--- src/rtl/busy_rr_sched.sv ---
// Round-robin scheduler for one shared timed resource.
// The resource is granted to one requester at a time. A down-counter times the
// job, and the owner then gets a one-cycle done pulse. An optional idle gap
// follows before the next arbitration.
module busy_rr_sched #(
  parameter int NREQ       = 4,
  parameter int LGDUR      = 16,
  parameter int GAP_CYCLES = 0
) (
  input  logic                    i_clk,
  input  logic                    i_reset,
  input  logic [NREQ-1:0]         i_req,
  input  logic [NREQ*LGDUR-1:0]   i_dur,
  output logic [NREQ-1:0]         o_grant,
  output logic [$clog2(NREQ)-1:0] o_owner,
  output logic                    o_busy,
  output logic [NREQ-1:0]         o_done
);

  localparam int OW = $clog2(NREQ);
  localparam int GW = (GAP_CYCLES > 1) ? $clog2(GAP_CYCLES) : 1;
  localparam logic [GW-1:0] GAP_INIT = (GAP_CYCLES > 0) ? GW'(GAP_CYCLES - 1) : '0;

  typedef enum logic [1:0] {
    S_IDLE = 2'd0,
    S_RUN  = 2'd1,
    S_DONE = 2'd2,
    S_GAP  = 2'd3
  } state_t;

  state_t            state_q;
  logic [LGDUR-1:0]  cnt_q;
  logic [GW-1:0]     gap_q;
  logic [OW-1:0]     ptr_q;
  logic [OW-1:0]     owner_q;
  logic [NREQ-1:0]   grant_q;
  logic [NREQ-1:0]   done_q;

  logic [NREQ-1:0]   elig_d;
  logic              arb_hit_d;
  logic [OW-1:0]     arb_idx_d;
  logic [LGDUR-1:0]  arb_dur_d;
  logic [LGDUR-1:0]  arb_load_d;
  logic              arb_en_d;

  // Cyclic index starting at the round-robin pointer.
  function automatic int wrap_idx(input logic [OW-1:0] p, input int off);
    return (int'(p) + off) % NREQ;
  endfunction

  // Arbiter: first eligible requester at or after the pointer. While leaving
  // DONE the finishing owner still holds its request as part of the old
  // handshake, so it is not treated as a new job in that cycle.
  always_comb begin
    elig_d = i_req;
    if (state_q == S_DONE) elig_d[owner_q] = 1'b0;
    arb_hit_d = 1'b0;
    arb_idx_d = '0;
    arb_dur_d = '0;
    for (int i = NREQ - 1; i >= 0; i--) begin
      if (elig_d[wrap_idx(ptr_q, i)]) begin
        arb_hit_d = 1'b1;
        arb_idx_d = OW'(wrap_idx(ptr_q, i));
        arb_dur_d = i_dur[wrap_idx(ptr_q, i)*LGDUR +: LGDUR];
      end
    end
  end

  // A zero duration behaves as one cycle; the counter holds cycles-left minus one.
  assign arb_load_d = (arb_dur_d == '0) ? '0 : arb_dur_d - LGDUR'(1);

  // Arbitration happens in IDLE and on the last non-busy cycle after a job, so
  // back-to-back grants are spaced by dur + 1 + GAP_CYCLES.
  assign arb_en_d = (state_q == S_IDLE) ||
                    ((state_q == S_DONE) && (GAP_CYCLES == 0)) ||
                    ((state_q == S_GAP) && (gap_q == '0));

  // Scheduler state machine with registered grant/done/owner outputs.
  always_ff @(posedge i_clk) begin
    if (i_reset) begin
      state_q <= S_IDLE;
      cnt_q   <= '0;
      gap_q   <= '0;
      ptr_q   <= '0;
      owner_q <= '0;
      grant_q <= '0;
      done_q  <= '0;
    end else begin
      done_q <= '0;
      if (state_q == S_RUN) begin
        if (cnt_q == '0) begin
          state_q <= S_DONE;
          grant_q <= '0;
          done_q  <= grant_q;
          ptr_q   <= (owner_q == OW'(NREQ - 1)) ? '0 : owner_q + 1'b1;
        end else begin
          cnt_q <= cnt_q - 1'b1;
        end
      end else if (arb_en_d) begin
        if (arb_hit_d) begin
          state_q <= S_RUN;
          grant_q <= NREQ'(1) << arb_idx_d;
          owner_q <= arb_idx_d;
          cnt_q   <= arb_load_d;
        end else begin
          state_q <= S_IDLE;
        end
      end else if (state_q == S_DONE) begin
        state_q <= S_GAP;
        gap_q   <= GAP_INIT;
      end else begin
        gap_q <= gap_q - 1'b1;
      end
    end
  end

  assign o_grant = grant_q;
  assign o_owner = owner_q;
  assign o_busy  = (state_q == S_RUN);
  assign o_done  = done_q;

endmodule

--- config.mk ---
export PLATFORM = sky130hd
export DESIGN_NAME = busy_rr_sched
export DESIGN_NICKNAME = d
export VERILOG_FILES = /design/src/rtl/busy_rr_sched.sv
export SDC_FILE = /design/constraint.sdc
export NUM_CORES = 1
export LEC_CHECK = 0
export ABC_AREA = 1
export CAP_MARGIN = 20
export CORE_MARGIN = 4
export CORE_UTILIZATION = 40
export CTS_CLUSTER_DIAMETER = 80
export CTS_CLUSTER_SIZE = 24
export DETAILED_ROUTE_END_ITERATION = 12
export SETUP_SLACK_MARGIN = 0.4
export SLEW_MARGIN = 10
export SYNTH_ARGS = -nofsm -noshare
export SYNTH_HDL_FRONTEND = slang
export SYNTH_SLANG_ARGS = --single-unit
export TNS_END_PERCENT = 1
--- constraint.sdc ---
create_clock -name i_clk -period 7.2 [get_ports i_clk]
set_input_delay 1.08 -clock i_clk [delete_from_list [all_inputs] [get_ports i_clk]]
set_output_delay 1.08 -clock i_clk [all_outputs]
set_load 0.02 [all_outputs]
==> PnR_summary.wiki <==
{| class="wikitable"
! Metric !! Value
|-
| Result of the run || completed
|-
| Total number of placement rows || 38
|-
| Summed negative setup slack over all endpoints || 0 ns
|-
| Overall routed net length || 14600 µm
|-
| Die Span X || 115 µm
|-
| Transition time at the pin with the least slew margin || 0.791 ns
|-
| Endpoint of the worst register-to-register path || cnt_q[9]
|-
| Max-slew violation count || 0
|-
| Hpwl dp || about 11000 µm
|-
| Share of synthesized area occupied by flip-flops and latches || 0.136
|-
| Area growth, synth to finish || 19.4%
|-
| Via count || 5508
|-
| Warning count from the yosys run || 0
|-
| Cell type with the largest total area after synthesis || sky130_fd_sc_hd__nand2_1
|-
| Crit-path max FO || 46
|-
| Number of detailed-routing iterations run before antenna repair || 5
|-
| Inserted Diodes || 0
|-
| Largest net degree at the start of global routing || 96
|-
| Antenna Violating Nets Remaining || 0
|-
| Antenna violations before repair || 0
|-
| Highest clock frequency the design can meet || around 0.24 GHz
|-
| Endpoints failing setup || 0
|-
| Global-route wire length before repair || approximately 24000 µm
|-
| Port Buf Inserts || 80
|-
| Effective utilization at floorplan || 0.414
|-
| Setup Fix Bufs, Post-CTS || 0
|-
| Proportion of netlist area held by the largest area contributor || 0.248
|-
| Number of sinks handled by clock tree synthesis || 31
|-
| Netlist area before placement || 4550 µm²
|-
| Share of post-route cells with drive strength above 1 || 0.0475
|-
| Reg-to-Reg Start || ptr_q[1]
|-
| Worst setup EP type || register
|-
| Worst EP arrival || about 4.4 ns
|-
| IR drop worst, VDD || between 0.1 and 0.15 mV
|-
| Die Area || 13100 µm²
|-
| DR iter-0 viols || 338
|-
| I/O pin cnt || 81
|-
| Synth Area per Inst || 5.19 µm²
|-
| Proportion of synthesized flip-flops having asynchronous set or reset || 0
|-
| Post-cts sizing count || 0
|-
| Yosys reg bits || 31
|-
| Leakage Power || about 0.0026 µW
|-
| Sum of internal, switching and leakage power || ~950 µW
|-
| GP Congestion || roughly 0.91
|-
| CP Class || reg -> reg
|-
| Library cell used as clock root buffer || sky130_fd_sc_hd__clkbuf_16
|-
| Number of enable flip-flop cells after synthesis || 0
|-
| Worst r2r path cells || 20
|-
| Crit path setup slack, layout || slightly above 3 ns
|-
| Core region area || between 10000 and 15000 µm²
|-
| Largest cells by area after synthesis || sky130_fd_sc_hd__nand2_1, sky130_fd_sc_hd__dfxtp_1, sky130_fd_sc_hd__o21ai_0, sky130_fd_sc_hd__inv_1, sky130_fd_sc_hd__nand3_1
|-
| Tightest slew margin relative to the limit || 0.473
|-
| Final hold viol count || 0
|-
| Number of standard cells after synthesis || 877
|-
| Clock transition at the registers of the reported paths || 0.05 ns
|-
| Critical path launch point type || register
|-
| Post-synthesis net count || 954
|-
| Count of H-tree levels built during CTS || 2
|-
| RSZ-0062 raised after global routing || no
|-
| Worst reg-to-reg setup slack || 3.05 ns
|-
| Most common cell in the netlist || sky130_fd_sc_hd__nand2_1
|-
| Global-route usage over all layers || 0.226
|-
| Pwr/cell area || 176 nW/µm²
|-
| Count of unresolved DRC violations after routing || 0
|-
| Nets || 1002
|-
| Type of the most critical hold path || reg -> reg
|-
| Destination of the worst hold path || o_done[2]
|-
| Routed WL per cell || 13.7 µm
|-
| Worst slack at placement || roughly 3 ns
|-
| Detailed-route vias per instance || approximately 5.2
|-
| Number of global-route vias before repair || 5232
|-
| GRT Residual Overflow || 0
|-
| Primary flip-flop cell chosen by synthesis mapping || sky130_fd_sc_hd__dfxtp_1
|-
| Die boundary height || 115 µm
|-
| Hold-critical path depth || 2
|-
| Max-cap violations || 0
|-
| CP required || 7.40 ns
|-
| Inserted Clock Buffers || 5
|-
| Post-CTS Hold Fix Bufs || 0
|-
| Insertion delay of the later-clocked pin in the worst-skew pair || 0.28 ns
|-
| Setup skew after layout || 0.00307 ns
|-
| Top post-synthesis cells by count || sky130_fd_sc_hd__nand2_1, sky130_fd_sc_hd__o21ai_0, sky130_fd_sc_hd__inv_1, sky130_fd_sc_hd__nor2_1, sky130_fd_sc_hd__nand3_1
|-
| Final clock period utilization by the worst path || 0.577
|-
| Period minus WS final || 4.15 ns
|-
| Worst hold path startpoint || o_grant[2]
|-
| Count of cell types in the netlist || 35
|-
| CTS tree || done
|-
| Maximum root-to-sink buffer count || 2
|}
==> final cells by class <==
| type | instances | area [µm²] |
|---|---|---|
| clock buffers | 8 | 156 |
| fillers | 1210 | 5550 |
| inverters | 110 | 418 |
| multi-input cells | 694 | 3240 |
| flip-flops and latches | 31 | 622 |
| well taps | 140 | 175 |
| repair buffers | 83 | 823 |
==> stage by stage <==
| step | hold slack (ns) | instance area (µm²) | utilization | cells |
|---|---|---|---|---|
| final | 0.442 | 5430 | 0.494 | 1066 |
| after floorplan | 0.457 | 4550 | - | 877 |
| after CTS | 0.446 | 5430 | 0.494 | 1066 |
| after global placement | 0.438 | 5270 | 0.480 | 1058 |
| after detailed placement | 0.437 | 5270 | 0.480 | 1058 |
| after global routing | 0.478 | 5430 | 0.494 | 1066 |
==> where the power goes <==
part	switching [µW]	internal (µW)	leakage (µW)
Clock	70.6	147	0.0000772
Sequential	29.1	201	0.000256
Combinational	326	181	0.00225
Total	426	528	0.00258
==> kinds of logic (layout without fill, tap and decap cells) <==
logic type | Yosys count | in the layout | share of synthesized area
AND/OR/NAND/NOR | 476 | 476 | 0.440
AO/OA/AOI/OAI | 195 | 195 | 0.218
buffers and inverters | 152 | 201 | 0.152
flip-flops | 31 | 31 | 0.136
multiplexers | 11 | 11 | 0.0242
adder cells (fa/ha/maj) | 7 | 7 | 0.0193
XOR/XNOR | 5 | 5 | 0.00963
==> metal layers <==
| metal | up-vias | wire (µm) | GRT usage |
|---|---|---|---|
| met5 | - | 0 | 0 |
| met4 | 0 | 259 | 0.0523 |
| met3 | 23 | 795 | 0.0317 |
| met2 | 144 | 6740 | 0.382 |
| met1 | 2457 | 6820 | 0.302 |
| li1 | 2884 | - | - |
==> worst max-delay path by stage <==
| stage | startpoint | to | slack [ns] | cells past startpoint |
|---|---|---|---|---|
| after floorplan | i_req[0] | cnt_q[8] | 4.30 | 16 |
| after global placement | ptr_q[1] | cnt_q[8] | 3.15 | 20 |
| after detailed placement | ptr_q[1] | cnt_q[9] | 3.09 | 20 |
| after CTS | ptr_q[1] | cnt_q[9] | 3.07 | 20 |
| after global routing | ptr_q[1] | cnt_q[10] | 2.60 | 21 |
| final | ptr_q[1] | cnt_q[9] | 3.05 | 20 |
==> registers in the layout, indices dropped and copies added (netlist names) <==
register  flops
state_q       2
o_owner       2
cnt_q        16
o_grant       4
ptr_q         2
o_done        4
gap_q         1
==> critical path, cell delays in order (launching register included) <==
cell and delay (ns):
sky130_fd_sc_hd__dfxtp_1 0.31, sky130_fd_sc_hd__buf_4 0.35, sky130_fd_sc_hd__inv_2 0.37, sky130_fd_sc_hd__nand2_1 0.21, sky130_fd_sc_hd__nand2_4 0.20, sky130_fd_sc_hd__inv_4 0.40
sky130_fd_sc_hd__nand2_1 0.13, sky130_fd_sc_hd__nand2_1 0.43, sky130_fd_sc_hd__nand2_1 0.19, sky130_fd_sc_hd__nor2_1 0.18, sky130_fd_sc_hd__nand2_1 0.08, sky130_fd_sc_hd__nand2_1 0.08
sky130_fd_sc_hd__nor2_2 0.06, sky130_fd_sc_hd__ha_1 0.18, sky130_fd_sc_hd__inv_1 0.05, sky130_fd_sc_hd__nor2_1 0.04, sky130_fd_sc_hd__nand2_1 0.07, sky130_fd_sc_hd__nor2_2 0.05
sky130_fd_sc_hd__nor2_4 0.28, sky130_fd_sc_hd__nand3_1 0.19, sky130_fd_sc_hd__a21oi_1 0.18
==> placed cells by master (no fill, tap or decap), types with 2 or more instances in the layout <==
cell,instances
sky130_fd_sc_hd__nand2_1,301
sky130_fd_sc_hd__nand3_1,64
sky130_fd_sc_hd__ha_1,7
sky130_fd_sc_hd__nor2_2,5
sky130_fd_sc_hd__o21a_1,2
sky130_fd_sc_hd__o21ai_0,123
sky130_fd_sc_hd__nand3b_1,3
sky130_fd_sc_hd__o21ai_1,12
sky130_fd_sc_hd__mux2i_1,11
sky130_fd_sc_hd__xor2_1,3
sky130_fd_sc_hd__buf_4,3
sky130_fd_sc_hd__inv_1,103
sky130_fd_sc_hd__inv_4,2
sky130_fd_sc_hd__or2_2,4
sky130_fd_sc_hd__nor2_4,2
sky130_fd_sc_hd__dfxtp_1,30
sky130_fd_sc_hd__clkdlybuf4s50_1,80
sky130_fd_sc_hd__a21oi_1,54
sky130_fd_sc_hd__clkbuf_8,2
sky130_fd_sc_hd__nand3_2,5
sky130_fd_sc_hd__xnor2_1,2
sky130_fd_sc_hd__nand2_2,5
sky130_fd_sc_hd__nor2_1,77
sky130_fd_sc_hd__nand2_4,3
sky130_fd_sc_hd__nor3_1,4
sky130_fd_sc_hd__clkbuf_16,5
sky130_fd_sc_hd__inv_2,5
Note: power is estimated with default switching activity, not from simulation.
